===== src/rtl/dac_wave_gen_pkg.sv =====
// Shared types and constants for the DAC waveform generator.
// Mode/state encodings and the dither LFSR seed and taps.
package dac_wave_gen_pkg;

    typedef enum logic [1:0] {
        MODE_CONST = 2'd0,
        MODE_SAW   = 2'd1,
        MODE_TRI   = 2'd2,
        MODE_SQR   = 2'd3
    } mode_e;

    typedef enum logic [1:0] {
        ST_IDLE = 2'd0,
        ST_RUN  = 2'd1,
        ST_DONE = 2'd2
    } state_e;

    localparam logic [15:0] LFSR_SEED = 16'hACE1;
    // Taps 16,14,13,11 -> bits 15,13,12,10
    localparam logic [15:0] LFSR_TAPS = 16'hB400;

    function automatic logic lfsr_fb(input logic [15:0] s);
        return ^(s & LFSR_TAPS);
    endfunction

endpackage


===== src/rtl/dac_wave_lfsr.sv =====
// 16-bit Fibonacci LFSR used to dither the sample LSB.
// Reloads its seed on reset or load, steps once per adv.
module dac_wave_lfsr
    import dac_wave_gen_pkg::*;
(
    input  logic clk,
    input  logic rst,
    input  logic load,
    input  logic adv,
    output logic bit0
);

    logic [15:0] q;

    // Shift register: seed on reset/load, shift on advance
    always_ff @(posedge clk or posedge rst) begin
        if (rst) begin
            q <= LFSR_SEED;
        end else if (load) begin
            q <= LFSR_SEED;
        end else if (adv) begin
            q <= {q[14:0], lfsr_fb(q)};
        end
    end

    assign bit0 = q[0];

endmodule


===== src/rtl/dac_wave_gen.sv =====
// Burst waveform generator feeding a DAC FIFO.
// Define DAC_WAVE_GEN_DITHER_EN to XOR an LFSR bit into data[0].
module dac_wave_gen
    import dac_wave_gen_pkg::*;
#(
    parameter int DW = 10,
    parameter int CW = 16
) (
    input  logic          clk,
    input  logic          rst,
    input  logic          en,
    input  logic          start,
    input  logic          stop,
    input  logic [1:0]    mode,
    input  logic [DW-1:0] lo,
    input  logic [DW-1:0] hi,
    input  logic [DW-1:0] step,
    input  logic [CW-1:0] count,
    input  logic          fifo_low,
    output logic [DW-1:0] data,
    output logic          wr,
    output logic          busy,
    output logic          done,
    output logic          err
);

    state_e        state;
    state_e        state_nx;
    mode_e         mode_q;
    logic [DW-1:0] lo_q;
    logic [DW-1:0] hi_q;
    logic [DW-1:0] step_q;
    logic          cont_q;
    logic [CW-1:0] rem;
    logic [DW-1:0] cur;
    logic [DW-1:0] cur_nx;
    logic          dir_dn;
    logic          dir_nx;
    logic [DW:0]   up_sum;
    logic [DW:0]   lo_sum;
    logic [DW-1:0] sample;
    logic          accept;
    logic          reject;
    logic          emit;
    logic          last;

    assign accept = (state == ST_IDLE) && start && (lo <= hi);
    assign reject = (state == ST_IDLE) && start && (lo > hi);
    assign emit   = (state == ST_RUN) && en && fifo_low && !stop;
    assign last   = emit && !cont_q && (rem == CW'(1));

`ifdef DAC_WAVE_GEN_DITHER_EN
    logic dith;

    dac_wave_lfsr u_lfsr (
        .clk  (clk),
        .rst  (rst),
        .load (accept),
        .adv  (emit),
        .bit0 (dith)
    );

    assign sample = {cur[DW-1:1], cur[0] ^ dith};
`else
    assign sample = cur;
`endif

    // State register
    always_ff @(posedge clk or posedge rst) begin
        if (rst) begin
            state <= ST_IDLE;
        end else begin
            state <= state_nx;
        end
    end

    // Next-state decode; stop beats a same-cycle emission
    always_comb begin
        state_nx = state;
        unique case (state)
            ST_IDLE: if (accept) state_nx = ST_RUN;
            ST_RUN: begin
                if (stop) begin
                    state_nx = ST_IDLE;
                end else if (last) begin
                    state_nx = ST_DONE;
                end
            end
            ST_DONE: state_nx = ST_IDLE;
            default: state_nx = ST_IDLE;
        endcase
    end

    // FSM outputs
    always_comb begin
        busy = (state == ST_RUN);
    end

    // Next sample and direction, computed one bit wider
    always_comb begin
        up_sum = {1'b0, cur} + {1'b0, step_q};
        lo_sum = {1'b0, lo_q} + {1'b0, step_q};
        cur_nx = lo_q;
        dir_nx = dir_dn;
        unique case (1'b1)
            mode_q == MODE_CONST: begin
                cur_nx = lo_q;
            end
            mode_q == MODE_SAW: begin
                if (up_sum > {1'b0, hi_q}) begin
                    cur_nx = lo_q;
                end else begin
                    cur_nx = up_sum[DW-1:0];
                end
            end
            mode_q == MODE_TRI: begin
                if (!dir_dn) begin
                    if (up_sum >= {1'b0, hi_q}) begin
                        cur_nx = hi_q;
                        dir_nx = 1'b1;
                    end else begin
                        cur_nx = up_sum[DW-1:0];
                    end
                end else begin
                    if ({1'b0, cur} < lo_sum) begin
                        cur_nx = lo_q;
                        dir_nx = 1'b0;
                    end else begin
                        cur_nx = cur - step_q;
                    end
                end
            end
            mode_q == MODE_SQR: begin
                cur_nx = dir_dn ? lo_q : hi_q;
                dir_nx = !dir_dn;
            end
            default: begin
                cur_nx = lo_q;
            end
        endcase
    end

    // Datapath: latch config on start, emit one sample per qualifying edge
    always_ff @(posedge clk or posedge rst) begin
        if (rst) begin
            data   <= '0;
            wr     <= 1'b0;
            done   <= 1'b0;
            err    <= 1'b0;
            cur    <= '0;
            dir_dn <= 1'b0;
            rem    <= '0;
            mode_q <= MODE_CONST;
            lo_q   <= '0;
            hi_q   <= '0;
            step_q <= '0;
            cont_q <= 1'b0;
        end else begin
            wr   <= emit;
            err  <= reject;
            done <= (state == ST_DONE);
            if (accept) begin
                mode_q <= mode_e'(mode);
                lo_q   <= lo;
                hi_q   <= hi;
                step_q <= step;
                cont_q <= (count == '0);
                rem    <= count;
                cur    <= lo;
                dir_dn <= 1'b0;
            end else if (emit) begin
                data   <= sample;
                cur    <= cur_nx;
                dir_dn <= dir_nx;
                if (!cont_q) begin
                    rem <= rem - CW'(1);
                end
            end
        end
    end

endmodule


===== config.mk =====
export PLATFORM = sky130hd
export DESIGN_NAME = dac_wave_gen
export DESIGN_NICKNAME = d
export VERILOG_FILES = /design/src/rtl/dac_wave_gen_pkg.sv /design/src/rtl/dac_wave_lfsr.sv /design/src/rtl/dac_wave_gen.sv
export SDC_FILE = /design/constraint.sdc
export NUM_CORES = 1
export LEC_CHECK = 0
export ABC_AREA = 1
export BUFFER_PORTS_ARGS = -buffer_cell sky130_fd_sc_hd__clkbuf_2
export CAP_MARGIN = 20
export CORE_UTILIZATION = 55
export DETAILED_ROUTE_END_ITERATION = 10
export HOLD_SLACK_MARGIN = 0.03
export PLACE_DENSITY = 0.83
export SYNTH_ARGS = -nofsm -noshare
export SYNTH_HDL_FRONTEND = slang
export SYNTH_HIERARCHICAL = 1
export SYNTH_SLANG_ARGS = --single-unit

===== constraint.sdc =====
create_clock -name clk -period 4.5 [get_ports clk]
set_input_delay 0.9 -clock clk [delete_from_list [all_inputs] [get_ports clk]]
set_output_delay 0.9 -clock clk [all_outputs]
set_load 0.03 [all_outputs]

==> metrics.cfg <==
[outcome]
status = complete, but fails checks
violations = design-rule violations

[cts]
cts-resized-gates = 0
cts_max_level = 3
tritoncts = done
numCtsBuffers = 9
cts_num_sinks = 75
cts.path.max_buffers = 2
cts_root_buf = clkbuf_16
clk_latency_ns = 0.34
cts_hold_buf = 0
cts_setup_buffers = 0
cts.clk_slew.worst_paths_ns = 0.06

[setup_path]
worstReg2RegEnd = cur[4]$_DFFE_PP0P_
critPathCaptureType = flip-flop
start_kind = flip-flop
arrival_ns = 4.34
reg2reg_slack_ns = 0.43
cp_max_fo = 11
crit_required_ns = 4.77
rr_worst_depth = 23
endpoint = cur[4]$_DFFE_PP0P_
startpoint = step_q[0]$_DFFE_PP0P_
r2r-start = step_q[0]$_DFFE_PP0P_
critPathKind = reg -> reg

[timing]
hold_violations = 0
max_clock_freq_mhz = 245.8
fin_worst_skew_ns = 0.007717
slew_headroom_pct = 51.94
timing.final.crit_period_ns = 4.069
timing.final.crit_share_pct = 90.41
tightest_slew_ns = 0.7209
rsz0062_at_grt = false
fin_setup_tns_ns = 0
fin_ws_ns = 0.4314
maxSlewViolCount = 0
setup_viol = 0

[worst_hold_path]
hold_path_startpoint = state[0]$_DFFE_PP0P_
hp-class = reg -> reg

[floorplanning]
coreArea_um2 = 11560
start_util_pct = 57.32
dieArea_um2 = 12500
die_w_um = 111.8
rows = 39
boundaryPins = 68
die-height_um = 111.8

[synthesis]
yosys.area.top_type = dfrtp_1
synthArstFlopShare_pct = 100.0
avgSynthCellArea_um2 = 6.862
yosysSeqAreaShare_pct = 28.31
synth.area.top_cells = dfrtp_1 28%, nand2_1 14%, ha_1 11%
netlist_area_um2 = 6629
synth_cell_types = 47
synth_top_cell_area_share_pct = 28.31
synth-edff-count = 0
ys_ff_latch = 75
yosys_warnings = 6
syn_nets = 1083
syn-instance-count = 966
synthFlopType = dfrtp_1

[cells_and_area]
layout.nets = 1134
final_common_cell = nand2_1
num_antenna_cells = 0
final_cell_area_um2 = 7373
most-common-layout-cells = 246 x nand2_1, 141 x inv_1, 89 x nand3_1, 75 x dfrtp_1, 74 x nor2_1
syn_to_final_growth_pct = 11.23
fillers = 1048
multiInputGateArea_um2 = 3994
regArea_um2 = 1877
stdcell_count = 1165
drive_above_1_share_pct = 11.25

[global_routing]
antenna_found_initial = 0
grt_max_degree = 56
grt_overflow = 0
grt_pass1_wl_um = 29840
grt_usage_pct = 30.09
grt_pass1_vias = 6071

[power]
irDropWorstVdd_mv = 0.4596
p_leak_uw = 0.003993
power_density_nw_per_um2 = 861.9

[placed_design]
port_buffers = 67
post_dp_cell_area_um2 = 6982
place_ws_ns = 0.5891
globalplace.congestion = 0.9487
placedCellCount = 1148
hpwl_um = 13910

[routing]
vias = 6479
routed_wl_um = 17880
drtAntennaViolNets = 0
remaining_drc_errors = 2
first_pass_iters = 10
routedWlPerCell_um = 15.35
first_iter_violations = 510
avgViaCountPerCell = 5.561

[job]
cap_violations = 0

power breakdown:
part	total, µW	switching, µW	internal, µW
logic	4180	2730	1440
registers	1270	348	924
clock network	907	278	628
total	6360	3360	3000
area by class of cell:
class,instances,share of cell area (%)
clock inverters,4,1.629
inverters,147,7.483
well taps,143,2.427
multi-input cells,710,54.17
clock buffers,12,3.479
flip-flops and latches,75,25.45
repair buffers,74,5.362
registers in the layout, summed over array words and instances (netlist names):
name    flops
step_q     10
done        1
err         1
state       2
dir_dn      1
hi_q       10
cur        10
lo_q       10
wr          1
mode_q      2
data       10
rem        16
cont_q      1
cells in the mapped netlist, types with 2 or more instances:
master,number
o21a_1,11
nand2_1,246
nand3_1,89
nand4_1,16
xnor2_1,3
a31oi_1,7
mux2_2,3
clkbuf_2,2
o21ai_0,50
nor4_1,6
o21bai_1,3
buf_4,5
buf_6,6
nand3b_1,2
ha_1,60
a21oi_1,59
inv_2,3
fa_1,3
a21oi_2,3
nor2_2,2
inv_1,142
o21ai_1,14
nor3_1,6
buf_1,2
clkbuf_1,9
xor2_1,25
nand2_2,3
dfrtp_1,75
o211ai_1,10
nor2_1,74
buf_2,10
clkinv_1,2
critical path: stages (launching register included):
cell      delay [ns]
dfrtp_1         0.45
ha_1            0.29
inv_1           0.12
fa_1            0.45
nand3b_1        0.20
nand3_1         0.14
nand3_1         0.13
nand2_1         0.09
nand2_1         0.05
nand2_1         0.10
inv_1           0.08
ha_1            0.27
nand2_1         0.06
nor3_1          0.24
nand4_1         0.23
nand2_1         0.35
nand2_2         0.21
nand2_1         0.10
nand3_1         0.06
nand2_1         0.09
inv_1           0.04
nand2_1         0.05
nand2_1         0.05
a21oi_1         0.13
how the worst min path moves through the flow:
stage / to / cells past startpoint
final: done$_DFF_PP0_ / 1
after global routing: data[8]$_DFFE_PP0P_ / 2
after CTS: done$_DFF_PP0_ / 1
after detailed placement: done$_DFF_PP0_ / 1
after global placement: done$_DFF_PP0_ / 1
after floorplan: done$_DFF_PP0_ / 1
kinds of logic after synthesis:
family,count (synthesis),share of synthesized area (%)
buffers and inverters,181,11.44
AOI/OAI and AO/OA,163,14.01
adders and majority gates,63,12.23
DFF,75,28.31
and+or+nand+nor,453,29.80
xor gates and xnor gates,28,3.700
muxes,3,0.5096
stage by stage:
stage               hold slack, ns  power (µW)  util, %
finish                      0.4644        6355    63.76
global route                0.4879        6990    63.76
CTS                         0.4624        6288    63.63
detailed placement          0.4510        5348    60.37
global placement            0.4513        5290    60.37
floorplan                   0.4220        4448        -
routing by layer:
| layer | GRT usage [%] | up-vias | share of wire, % |
|---|---|---|---|
| li1 | - | 3240 | - |
| met1 | 41.88 | 2941 | 45 |
| met2 | 47.45 | 272 | 45 |
| met3 | 4.573 | 26 | 7.5 |
| met4 | 10.72 | 0 | 2.4 |
| met5 | 0 | - | 0 |
No activity file was read; power rests on OpenSTA's default activity.
